[config.mk]
export PLATFORM = sky130hd
export DESIGN_NAME = axis_critical_frame_gen_flat
export DESIGN_NICKNAME = d
export VERILOG_FILES = /design/src/rtl/axis_critical_frame_gen_if.sv /design/src/rtl/axis_critical_frame_gen.sv /design/src/flat_wrapper.sv
export SDC_FILE = /design/constraint.sdc
export NUM_CORES = 1
export LEC_CHECK = 0
export BUFFER_PORTS_ARGS = -buffer_cell sky130_fd_sc_hd__buf_2
export CAP_MARGIN = 20
export CORE_UTILIZATION = 64
export CTS_CLUSTER_DIAMETER = 40
export CTS_CLUSTER_SIZE = 28
export DETAILED_ROUTE_END_ITERATION = 10
export PLACE_DENSITY = 0.85
export SYNTH_ARGS = -nofsm -noshare
export SYNTH_HDL_FRONTEND = slang
export SYNTH_SLANG_ARGS = --single-unit
export TNS_END_PERCENT = 5
[constraint.sdc]
create_clock -name axis_aclk -period 4.9 [get_ports axis_aclk]
set_input_delay 0.735 -clock axis_aclk [delete_from_list [all_inputs] [get_ports axis_aclk]]
set_output_delay 0.735 -clock axis_aclk [all_outputs]
set_load 0.02 [all_outputs]
[src/rtl/axis_critical_frame_gen_if.sv]
`default_nettype none
// ============================================================================
// Module      : axis_critical_frame_gen_if
// Description : 8-bit AXI-Stream bundle used by the critical frame generator.
// Revision    : 1.0 - initial release
// ============================================================================
interface axis_critical_frame_gen_if;
    logic       tvalid;
    logic       tready;
    logic [7:0] tdata;
    logic       tlast;

    modport master (output tvalid, output tdata, output tlast, input tready);
    modport slave  (input tvalid, input tdata, input tlast, output tready);
endinterface
`default_nettype wire

[src/rtl/axis_critical_frame_gen.sv]
`default_nettype none
// ============================================================================
// Module      : axis_critical_frame_gen
// Description : Emits one VLAN-tagged critical TSN test frame per start pulse.
// Revision    : 1.0 - initial release
// ============================================================================
module axis_critical_frame_gen #(
    parameter logic [47:0] DST_MAC  = 48'hFFFF_FFFF_FFFF,
    parameter logic [47:0] SRC_MAC  = 48'h00_0A_35_00_00_01,
    parameter logic [15:0] VLAN_TCI = 16'hE000
) (
    input  wire logic                   axis_aclk,
    input  wire logic                   rst,
    input  wire logic                   start,
    input  wire logic [11:0]            frame_len,
    axis_critical_frame_gen_if.master   m_axis,
    output logic                        busy,
    output logic                        tx_done,
    output logic [31:0]                 frames_sent
);

    localparam logic [1:0] c_IDLE = 2'd0;
    localparam logic [1:0] c_HDR  = 2'd1;
    localparam logic [1:0] c_SEQ  = 2'd2;
    localparam logic [1:0] c_FILL = 2'd3;

    localparam logic [11:0] c_MIN_LEN = 12'd60;
    localparam logic [11:0] c_MAX_LEN = 12'd1518;

    logic [1:0]  r_state;
    logic [11:0] r_idx;
    logic [11:0] r_len;
    logic [31:0] r_seq;
    logic [31:0] r_frames_sent;
    logic        r_tvalid;
    logic [7:0]  r_tdata;
    logic        r_tlast;
    logic        r_busy;
    logic        r_tx_done;

    logic        w_hs;
    logic [11:0] w_len;
    logic [11:0] w_nidx;
    logic [31:0] w_seq;
    logic [7:0]  w_byte;

    assign w_hs   = r_tvalid && m_axis.tready;
    assign w_len  = (frame_len < c_MIN_LEN) ? c_MIN_LEN :
                    (frame_len > c_MAX_LEN) ? c_MAX_LEN : frame_len;
    // Output data is registered one step ahead: the byte for the index about to be presented.
    assign w_nidx = (r_state == c_IDLE) ? 12'd0 : (r_idx + 12'd1);
    assign w_seq  = (r_state == c_IDLE) ? r_frames_sent : r_seq;

    always_comb begin
        w_byte = w_nidx[7:0];
        case (w_nidx)
            12'd0:   w_byte = DST_MAC[47:40];
            12'd1:   w_byte = DST_MAC[39:32];
            12'd2:   w_byte = DST_MAC[31:24];
            12'd3:   w_byte = DST_MAC[23:16];
            12'd4:   w_byte = DST_MAC[15:8];
            12'd5:   w_byte = DST_MAC[7:0];
            12'd6:   w_byte = SRC_MAC[47:40];
            12'd7:   w_byte = SRC_MAC[39:32];
            12'd8:   w_byte = SRC_MAC[31:24];
            12'd9:   w_byte = SRC_MAC[23:16];
            12'd10:  w_byte = SRC_MAC[15:8];
            12'd11:  w_byte = SRC_MAC[7:0];
            12'd12:  w_byte = 8'h81;
            12'd13:  w_byte = 8'h00;
            12'd14:  w_byte = VLAN_TCI[15:8];
            12'd15:  w_byte = VLAN_TCI[7:0];
            12'd16:  w_byte = 8'h66;
            12'd17:  w_byte = 8'hAB;
            12'd18:  w_byte = w_seq[31:24];
            12'd19:  w_byte = w_seq[23:16];
            12'd20:  w_byte = w_seq[15:8];
            12'd21:  w_byte = w_seq[7:0];
            default: w_byte = w_nidx[7:0];
        endcase
    end

    always_ff @(posedge axis_aclk or posedge rst) begin
        if (rst) begin
            r_state       <= c_IDLE;
            r_idx         <= 12'd0;
            r_len         <= c_MIN_LEN;
            r_seq         <= 32'd0;
            r_frames_sent <= 32'd0;
            r_tvalid      <= 1'b0;
            r_tdata       <= 8'd0;
            r_tlast       <= 1'b0;
            r_busy        <= 1'b0;
            r_tx_done     <= 1'b0;
        end else begin
            r_tx_done <= 1'b0;
            if (r_state == c_IDLE) begin
                if (start) begin
                    r_state  <= c_HDR;
                    r_idx    <= 12'd0;
                    r_len    <= w_len;
                    r_seq    <= r_frames_sent;
                    r_tvalid <= 1'b1;
                    r_tdata  <= w_byte;
                    r_tlast  <= 1'b0;
                    r_busy   <= 1'b1;
                end
            end else if (w_hs) begin
                if (r_tlast) begin
                    r_state       <= c_IDLE;
                    r_idx         <= 12'd0;
                    r_tvalid      <= 1'b0;
                    r_tdata       <= 8'd0;
                    r_tlast       <= 1'b0;
                    r_busy        <= 1'b0;
                    r_tx_done     <= 1'b1;
                    r_frames_sent <= r_frames_sent + 32'd1;
                end else begin
                    r_idx   <= w_nidx;
                    r_tdata <= w_byte;
                    r_tlast <= (w_nidx == (r_len - 12'd1));
                    case (r_state)
                        c_HDR:   if (r_idx == 12'd17) r_state <= c_SEQ;
                        c_SEQ:   if (r_idx == 12'd21) r_state <= c_FILL;
                        default: r_state <= r_state;
                    endcase
                end
            end
        end
    end

    assign m_axis.tvalid = r_tvalid;
    assign m_axis.tdata  = r_tdata;
    assign m_axis.tlast  = r_tlast;
    assign busy          = r_busy;
    assign tx_done       = r_tx_done;
    assign frames_sent   = r_frames_sent;

endmodule
`default_nettype wire

[src/flat_wrapper.sv]
// flat-port wrapper written by rule: the top's interface ports become plain ports
module axis_critical_frame_gen_flat 
#(
    parameter logic [47:0] DST_MAC  = 48'hFFFF_FFFF_FFFF,
    parameter logic [47:0] SRC_MAC  = 48'h00_0A_35_00_00_01,
    parameter logic [15:0] VLAN_TCI = 16'hE000
)
  (axis_aclk, rst, start, frame_len, busy, tx_done, frames_sent, m_axis_tvalid, m_axis_tdata, m_axis_tlast, m_axis_tready);
  axis_critical_frame_gen_if m_axis_i ();
  input  wire logic axis_aclk;
  input  wire logic rst;
  input  wire logic start;
  input  wire logic [11:0] frame_len;
  output logic busy;
  output logic tx_done;
  output logic [31:0] frames_sent;
  output wire logic [$bits(m_axis_i.tvalid)-1:0] m_axis_tvalid;
  output wire logic [$bits(m_axis_i.tdata)-1:0] m_axis_tdata;
  output wire logic [$bits(m_axis_i.tlast)-1:0] m_axis_tlast;
  input wire logic [$bits(m_axis_i.tready)-1:0] m_axis_tready;
  assign m_axis_tvalid = m_axis_i.tvalid;
  assign m_axis_tdata = m_axis_i.tdata;
  assign m_axis_tlast = m_axis_i.tlast;
  assign m_axis_i.tready = m_axis_tready;
  axis_critical_frame_gen #(.DST_MAC(DST_MAC), .SRC_MAC(SRC_MAC), .VLAN_TCI(VLAN_TCI)) u_core (.axis_aclk(axis_aclk), .rst(rst), .start(start), .frame_len(frame_len), .m_axis(m_axis_i), .busy(busy), .tx_done(tx_done), .frames_sent(frames_sent));
endmodule
==> key figures, run 1 <==
Status
  • Status: finished, final reports clean

CTS
  • Clock slew at reported path FFs: 0.11 ns
  • Clk_lat worst skew: 0.38 ns
  • Post-CTS setup buffer count: 0
  • Clk root buf: clkbuf_8
  • CTS resizes: 0
  • CTS Buffer Depth: 2
  • # clock sinks: 101
  • Cts hold-fix bufs: 0
  • CTS Buf Count: 9
  • # H-tree levels: 3
  • CTS tree: yes

Die
  • Die W: 98.79 um
  • Core Region: 8891 sq um
  • Io pins: 60
  • Starting Density: 67.44%
  • Die Ht: 98.79 um
  • Rows: 34
  • Die area: 9759 sq um

Power
  • Pwr Total: 0.002067 W
  • Worst vdd ir: 0.0001944 V
  • Leakage power: 3.079 nW
  • Power density over the cells: 319.2 nW/um^2

Cells and area
  • Antenna Cells: 0
  • Cell Count, Final, Fillers Out: 825
  • Area delta synth->final: 7.992%
  • Share of layout cells above drive strength 1: 16.04%
  • Most common cell after layout, fill and taps aside: nand2_1
  • Filler instances: 688
  • Nets: between 700 and 800
  • Highest-count cells in the layout ignoring fill and taps: nand2_1 (134), dfrtp_1 (97), buf_2 (59)

Timing
  • RSZ-0062 raised after global routing: no
  • Final setup violating endpoints: 0
  • Slew @ Worst Pin: 1.093 ns
  • Setup slack after layout: approximately 1.5 ns
  • Max-slew violation count: 0
  • Period utilization: 68.97%
  • Min Tclk post-route: around 3.4 ns
  • Fmax: slightly below 300 MHz
  • Slew HR: 26.54%
  • Final hold violations: 0
  • Setup TNS: 0 ns
  • Skew final: 0.01550 ns
  • Final hold slack: ~0.48 ns

Routing
  • Vias per cell: around 6.3
  • DRC Markers: 0
  • DRT iter0 DRCs: between 300 and 400
  • Total Wirelength: approximately 14000 um
  • Vias post-DR: 5167
  • Wire length per cell: 17.47 um
  • DR pass1 iterations: 5
  • Antenna-violating nets left: 0

Flow run
  • Max Cap Violations: 0

Logic synthesis
  • Synthesized area: 5996 sq um
  • Synth Flop Type: dfrtp_1
  • Post-synth top area cell: dfrtp_1
  • Synth area leaders: dfrtp_1 (40%), nand2_1 (8.4%), xnor2_1 (5.6%)
  • Share of the synthesized area in the top cell type: 40.48%
  • Number of synthesized flops with an enable pin: 0
  • Ys async rst share: 100.0%
  • Post-Syn Area per Cell: just under 9 sq um
  • Synth Net Count: 698
  • Yosys warning count: 0
  • Post-synthesis register bit count: 101
  • Unique masters post-synth: 75
  • Gate count of the mapped netlist: 675
  • Sequential share of the synthesized area: 42.24%

Critical path
  • Crit-path cells: ha_1 -> nand3_4 -> nor3_2 -> xnor2_1 -> nand3_2 -> o21a_1 -> a2111oi_0 -> o21ai_1
  • CP Buf/Inv Count: 0
  • Max FO, Critical Path: 13
  • CP Launch Type: register
  • CP delay by family, top: simple AND/OR/NAND/NOR gates
  • Setup Crit Path Kind: register to register
  • Critical path data arrival time: 3.64 ns
  • Crit path required time: 5.16 ns
  • CP max stage delay: 0.54 ns
  • Worst Setup End Kind: register
  • CP max stage cell: dfrtp_1

Place
  • Placed Cells: 810
  • Pre-CTS WS: 1.612 ns
  • Port bufs: 59
  • Post-DP HPWL: 10340 um
  • Gpl congestion: 0.9744

Global routing
  • Total congestion overflow: 0
  • Global-route wire length before repair: between 20000 and 25000 um
  • Largest net degree at the start of global routing: 76
  • Vias in the first global route: 4792
  • Initial antenna violation count: 0
  • GRT Util Overall: 31.17%

Hold path
  • Worst Hold Class: register to register
==> Yosys cell counts, drive strengths merged, types with 3 or more instances <==
| library cell | n |
|---|---|
| xnor2 | 38 |
| dfrtp | 97 |
| or2 | 5 |
| a2bb2oi | 4 |
| o31ai | 4 |
| nor4 | 11 |
| ha | 7 |
| and4 | 6 |
| o21a | 3 |
| a21oi | 27 |
| a2111oi | 7 |
| a21boi | 3 |
| nand3 | 17 |
| a32oi | 4 |
| or3 | 6 |
| nand2 | 134 |
| buf | 17 |
| dfstp | 4 |
| o21ai | 33 |
| a21o | 5 |
| o22ai | 10 |
| mux2 | 5 |
| a211oi | 5 |
| xor2 | 18 |
| clkbuf | 21 |
| a21bo | 3 |
| mux2i | 10 |
| nor2b | 5 |
| nor2 | 56 |
| and2 | 9 |
| a31oi | 5 |
| and3 | 11 |
| nor3 | 13 |
| nand2b | 6 |
| inv | 17 |
| nand4 | 17 |
| o22a | 3 |
==> logic make-up (layout without fill, tap and decap cells) <==
logic type / Yosys count / after routing / share of synthesized area, %
simple gates: 306 / 306 / 25.44
fa+ha+maj: 7 / 7 / 1.461
flops: 101 / 101 / 42.24
buf+inv: 55 / 97 / 4.111
compound gates: 135 / 135 / 15.96
xor+xnor: 56 / 56 / 8.180
mux: 15 / 15 / 2.609
==> final timing paths <==
path                             startpoint                      to  slack (ns)  cells after the start
max in group asynchronous               rst        u_core.r_seq[31]        3.43                      3
setup / recovery            u_core.r_idx[1]  u_core.m_axis.tdata[3]        1.52                      8
hold / removal             u_core.r_seq[24]        u_core.r_seq[24]        0.48                      2
setup reg to reg            u_core.r_idx[1]  u_core.m_axis.tdata[3]        1.52                      8
min in group asynchronous               rst  u_core.frames_sent[29]        0.55                      2
hold reg to reg            u_core.r_seq[24]        u_core.r_seq[24]        0.48                      2
==> metal layers <==
metal  vias up  track usage [%]  share of wire, %
met1      2497            42.06                44
met3        32            5.461               4.9
met5         -                0                 0
li1       2457                -                 -
met2       181            49.87                48
met4         0            13.32               3.0
==> tightest hold or removal path, cell delays in order, from the launching register on <==
cell	delay, ns
dfrtp_1	0.35
nand2_1	0.05
nand2_1	0.05
==> power breakdown <==
group | switching, W | internal [W] | leakage (nW)
Clock | 0.000298 | 0.000217 | 0.0950
Sequential | 0.0000824 | 0.000882 | 1.33
Combinational | 0.000358 | 0.000229 | 1.66
==> layout make-up <==
| class | instances | area [sq um] | area share (%) |
|---|---|---|---|
| tap | 108 | 135.1 | 2.087 |
| inverter | 17 | 66.31 | 1.024 |
| sequential | 101 | 2532 | 39.11 |
| multi-input combinational | 519 | 3217 | 49.68 |
| timing repair buffer | 65 | 340.3 | 5.256 |
| clock buffer | 12 | 155.1 | 2.396 |
| clock inverter | 3 | 28.78 | 0.4444 |
==> flip-flops by register name, summed over array words and instances, names as in the netlist <==
name / count
u_core.frames_sent: 32
u_core.m_axis.tdata: 8
u_core.m_axis.tlast: 1
u_core.m_axis.tvalid: 1
u_core.r_idx: 12
u_core.r_len: 12
u_core.r_seq: 32
u_core.r_state: 2
u_core.tx_done: 1
==> metrics by stage <==
| step | util [%] | area (sq um) |
|---|---|---|
| final | 72.83 | 6475 |
| after global placement | 70.76 | 6291 |
| after floorplan | - | 5996 |
| after detailed placement | 70.76 | 6291 |
| after global routing | 72.83 | 6475 |
| after CTS | 72.83 | 6475 |
Note: power is estimated with default switching activity, not from simulation.
==> inputs of run 2 (changes only) <==
--- a/config.mk
+++ b/config.mk
@@ -7,11 +7,11 @@
 export LEC_CHECK = 0
 export BUFFER_PORTS_ARGS = -buffer_cell sky130_fd_sc_hd__buf_2
 export CAP_MARGIN = 20
-export CORE_UTILIZATION = 64
+export CORE_UTILIZATION = 60
 export CTS_CLUSTER_DIAMETER = 40
 export CTS_CLUSTER_SIZE = 28
 export DETAILED_ROUTE_END_ITERATION = 10
-export PLACE_DENSITY = 0.85
+export PLACE_DENSITY = 0.81
 export SYNTH_ARGS = -nofsm -noshare
 export SYNTH_HDL_FRONTEND = slang
 export SYNTH_SLANG_ARGS = --single-unit
==> constraint.sdc (replaced) <==
create_clock -name axis_aclk -period 3.2 [get_ports axis_aclk]
set_input_delay 0.48 -clock axis_aclk [delete_from_list [all_inputs] [get_ports axis_aclk]]
set_output_delay 0.48 -clock axis_aclk [all_outputs]
set_load 0.02 [all_outputs]
==> key figures, run 2 (same netlist as run 1, synthesis figures left out) <==
Critical path
  • Reg2reg start: u_core.r_idx[1]
  • Setup Crit Path Kind: register to register
  • Critical path data arrival time: between 3 and 4 ns
  • Max FO, Critical Path: 13
  • CP delay by family, top: compound AO/OA/AOI/OAI gates
  • Worst Setup End Kind: register
  • Crit-path cells: ha_1 -> nand3_4 -> or3_1 -> a21o_1 -> nand3_1 -> a211oi_1 -> a2111oi_0 -> o31ai_1
  • CP max stage delay: 0.62 ns
  • CP Buf/Inv Count: 0
  • CP startpoint: u_core.r_idx[1]
  • CP Launch Type: register
  • Crit path required time: 3.44 ns
  • CP max stage cell: a2111oi_0

Status
  • Status: finished, violations left
  • Failing checks: DRC

Global routing
  • GRT Util Overall: 29.67%
  • Largest net degree at the start of global routing: 65
  • Total congestion overflow: 0
  • Vias in the first global route: 4733
  • Initial antenna violation count: 1
  • Global-route wire length before repair: roughly 24000 um

CTS
  • Clk_lat worst skew: 0.38 ns
  • CTS tree: yes
  • CTS resizes: 0
  • Clk root buf: clkbuf_8
  • CTS Buf Count: 9
  • Clock slew at reported path FFs: 0.11 ns
  • Cts hold-fix bufs: 0
  • # H-tree levels: 3
  • CTS Buffer Depth: 2
  • # clock sinks: 101
  • Post-CTS setup buffer count: 0

Die
  • Starting Density: about three fifths
  • Die Ht: 102.0 um
  • Die area: 10400 sq um
  • Rows: 36
  • Die W: 102.0 um
  • Core Region: 9729 sq um
  • Io pins: 60

Cells and area
  • Share of layout cells above drive strength 1: 17.95%
  • Reg area: about 2500 sq um
  • Antenna Cells: 0
  • Highest-count cells in the layout ignoring fill and taps: nand2_1 (134), dfrtp_1 (95), buf_2 (59)
  • Filler instances: 809
  • Area delta synth->final: 10.43%
  • Final Cell Area: between 6000 and 7000 sq um
  • Area of the multi-input gates: 3217 sq um
  • Nets: between 700 and 800
  • Most common cell after layout, fill and taps aside: nand2_1

Routing
  • DRT iter0 DRCs: 334
  • DRC Markers: 1
  • Wire length per cell: 17.04 um
  • Vias post-DR: between 5k and 6k
  • Total Wirelength: between 10000 and 15000 um
  • Vias per cell: 6.007
  • Antenna-violating nets left: 0
  • DR pass1 iterations: 8

Power
  • Sequential Power Share: around 45%
  • Net Sw Frac: 36.37%
  • Leakage power: 3.147 nW
  • Comb power frac: 29.6%
  • Part of the power in the clock network: 25.0%
  • Pint: 0.002045 W
  • Net Sw Power: 0.001169 W
  • Worst vdd ir: 0.0002828 V
  • Power density over the cells: about 490 nW/um^2

Timing
  • Slew @ Worst Pin: 0.7593 ns
  • Slew HR: 48.07%
  • Setup TNS: 0 ns
  • Skew final: 0.01387 ns
  • RSZ-0062 raised after global routing: no
  • Final hold violations: 0
  • Max-slew violation count: 0
  • Period utilization: between 90 and 100%
  • Min Tclk post-route: 2.893 ns
  • Fmax: 345.6 MHz
  • Final setup violating endpoints: 0

Place
  • Port bufs: 59
  • Gpl congestion: 0.9225
  • Placed Area: 6425 sq um
  • Post-DP HPWL: 10760 um

Flow run
  • Max Cap Violations: 0

Hold path
  • Worst Hold Class: input port to asynchronous set/reset pin
-- run 2: worst reg2reg max path, cell delays in order, from the launching register on --
cell	delay, ns
dfrtp_2	0.49
ha_1	0.25
nand3_4	0.18
or3_1	0.41
a21o_1	0.29
nand3_1	0.28
a211oi_1	0.10
a2111oi_0	0.62
o31ai_1	0.12
-- run 2: cell type report --
cell class | instances | share of cell area, %
inverters | 17 | 1.002
clock buffers | 10 | 2.079
well taps | 133 | 2.513
clock inverters | 6 | 0.8503
repair buffers | 77 | 6.689
flip-flops and latches | 101 | 38.28
multi-input cells | 519 | 48.58
-- run 2: worst paths after layout --
kind / end / slack [ns] / cells after the start
max in group asynchronous: u_core.r_idx[3] / 2.36 / 3
min: u_core.frames_sent[24] / 0.12 / 2
min reg2reg: u_core.r_seq[9] / 0.48 / 2
min in group axis_aclk: u_core.r_len[2] / 0.34 / 2
max: u_core.m_axis.tdata[1] / 0.31 / 8
max reg2reg: u_core.m_axis.tdata[1] / 0.31 / 8
-- run 2: per-layer routing --
metal	wire length (um)	part of all wire (%)	global-route usage, %	up-vias
li1	-	-	-	2479
met1	6398	44	39.24	2534
met2	7292	50	49.30	141
met3	649	4.4	4.514	28
met4	348	2.4	11.43	2
met5	13	0.088	0	-
-- run 2: power by group through the flow --
| stage | logic (W) | registers (W) | clock network [W] |
|---|---|---|---|
| floorplan | 0.000677 | 0.00148 | 0 |
| global placement | 0.000927 | 0.00147 | 0 |
| detailed placement | 0.000941 | 0.00148 | 0 |
| CTS | 0.000946 | 0.00146 | 0.000820 |
| global route | 0.00105 | 0.00147 | 0.000858 |
| finish | 0.000951 | 0.00146 | 0.000803 |
-- run 2: metrics by stage --
stage                     worst slack, ns  std cells  util [%]  power [W]  hold slack [ns]
final                              0.3068        863     68.06   0.003213           0.1207
after global routing               0.1174        863     68.06   0.003374           0.1620
after CTS                          0.2312        863     68.03   0.003221           0.1253
after detailed placement           0.2662        847     66.04   0.002422           0.4552
after global placement             0.3318        847     66.04   0.002399           0.4502
after floorplan                   0.07949        675         -   0.002157           0.4381
==> inputs of run 3 (changes only) <==
--- a/config.mk
+++ b/config.mk
@@ -8,6 +8,7 @@
 export BUFFER_PORTS_ARGS = -buffer_cell sky130_fd_sc_hd__buf_2
 export CAP_MARGIN = 20
 export CORE_UTILIZATION = 60
+export CTS_BUF_LIST = sky130_fd_sc_hd__clkbuf_16
 export CTS_CLUSTER_DIAMETER = 40
 export CTS_CLUSTER_SIZE = 28
 export DETAILED_ROUTE_END_ITERATION = 10
==> key figures, run 3 (same netlist as run 1, synthesis figures left out) <==
Die
  • Die W: 102.0 um
  • Rows: 36
  • Starting Density: between 60 and 70%
  • Die Ht: 102.0 um
  • Io pins: 60
  • Die area: 10400 sq um
  • Core Region: approximately 9700 sq um

Power
  • Pwr Total: about 0.0035 W
  • Leakage power: 3.188 nW
  • Power density over the cells: 516.7 nW/um^2
  • Worst vdd ir: 0.0003054 V

Critical path
  • Setup Crit Path Kind: register to register
  • R2R Path End: u_core.m_axis.tdata[1]
  • Critical path data arrival time: 3.17 ns
  • Crit path required time: 3.40 ns
  • Max FO, Critical Path: 13
  • Reg2reg start: u_core.r_idx[1]
  • Reg2reg path depth: 8
  • Reg2Reg Setup Slack: around 0.23 ns
  • Worst Setup End Kind: register
  • CP startpoint: u_core.r_idx[1]
  • CP Launch Type: register

Routing
  • Antenna-violating nets left: 0
  • Total Wirelength: 14740 um
  • DR pass1 iterations: 9
  • DRC Markers: 1
  • DRT iter0 DRCs: 328
  • Vias per cell: 6.008
  • Wire length per cell: between 15 and 20 um
  • Vias post-DR: 5185

Global routing
  • Initial antenna violation count: 1
  • Vias in the first global route: between 4k and 5k
  • Total congestion overflow: 0
  • Largest net degree at the start of global routing: 65
  • GRT Util Overall: 29.67%
  • Global-route wire length before repair: 23690 um

Cells and area
  • Filler instances: 799
  • Highest-count cells in the layout ignoring fill and taps: nand2_1 (134), dfrtp_1 (96), buf_2 (59)
  • Area of the multi-input gates: 3217 sq um
  • Area delta synth->final: 11.94%
  • Antenna Cells: 0
  • Share of layout cells above drive strength 1: between 10% and 20%
  • Nets: 748
  • Reg area: 2534 sq um
  • Most common cell after layout, fill and taps aside: nand2_1

Status
  • Status: finished, violations left
  • Failing checks: DRC

CTS
  • # H-tree levels: 3
  • CTS Buffer Depth: 2
  • CTS Buf Count: 9
  • Cts hold-fix bufs: 0
  • # clock sinks: between 100 and 150
  • Clk_lat worst skew: 0.35 ns
  • Clock slew at reported path FFs: ~0.07 ns
  • Clk root buf: clkbuf_16
  • CTS tree: yes

Flow run
  • Max Cap Violations: 0

Place
  • Pre-CTS WS: 0.2662 ns
  • Post-DP HPWL: ~11000 um
  • Port bufs: 59
  • Gpl congestion: about 0.9

Timing
  • Slew @ Worst Pin: roughly 0.75 ns
  • Final setup violating endpoints: 0
  • Skew final: 0.01018 ns
  • Period utilization: between 90% and 100%
  • Slew HR: 48.56%
  • Max-slew violation count: 0
  • RSZ-0062 raised after global routing: no
  • Setup TNS: 0 ns
  • Min Tclk post-route: between 2 and 3 ns
  • Fmax: ~340 MHz
  • Setup slack after layout: about 0.23 ns
  • Final hold violations: 0

Hold path
  • Worst Hold Class: input port to asynchronous set/reset pin
-- run 3: cell count changes in the layout (fill, tap and decap cells not counted), sizes merged --
cell / change
clkbuf: -1
clkinv: +1
-- run 3: metrics by stage --
stage	std cells	area [sq um]	hold WS, ns	utilization [%]
after global placement	847	6425	0.4502	66.04
after floorplan	675	5996	0.4381	-
after global routing	863	6711	0.2102	68.98
after CTS	863	6710	0.1773	68.97
final	863	6711	0.1624	68.98
after detailed placement	847	6425	0.4552	66.04
-- run 3: final cells by class --
cell class / count / share of cell area, %
multi-input cells: 519 / 47.93
flip-flops and latches: 101 / 37.75
repair buffers: 77 / 6.600
clock buffers: 9 / 3.356
well taps: 133 / 2.479
inverters: 17 / 0.9881
clock inverters: 7 / 0.8949
-- run 3: how the worst max path moves through the flow --
stage / endpoint / slack (ns)
final: u_core.m_axis.tdata[1] / 0.23
after global routing: u_core.m_axis.tdata[3] / 0.02
after CTS: u_core.m_axis.tdata[3] / 0.25
after detailed placement: u_core.m_axis.tdata[3] / 0.27
after global placement: u_core.m_axis.tdata[1] / 0.33
after floorplan: u_core.frames_sent[0] / 0.08
-- run 3: layer usage --
| metal | up-vias | global-route usage, % | share of wire (%) |
|---|---|---|---|
| li1 | 2476 | - | - |
| met1 | 2504 | 39.68 | 43 |
| met2 | 170 | 49.04 | 49 |
| met3 | 33 | 3.420 | 5.7 |
| met4 | 2 | 12.64 | 2.8 |
| met5 | - | 0 | 0.088 |
-- run 3: timing repair --
action / 4_1_cts / 5_1_grt
setup endpoints to repair: 0 / 1
resized for setup: 0 / 1
setup buffers: 0 / 0
-- run 3: critical path: stages (launching register included) --
cell and delay (ns):
dfrtp_1 0.54, ha_1 0.29, nand3_4 0.18, or3_1 0.41, a21o_1 0.29, nand3_1 0.28
a211oi_1 0.09, a2111oi_0 0.62, o31ai_1 0.12
-- run 3: where the power goes --
group | internal, W | total, W | switching (W)
combinational | 0.000373 | 0.000959 | 0.000586
clock | 0.000539 | 0.00105 | 0.000511
sequential | 0.00135 | 0.00146 | 0.000106
total | 0.00226 | 0.00347 | 0.00120
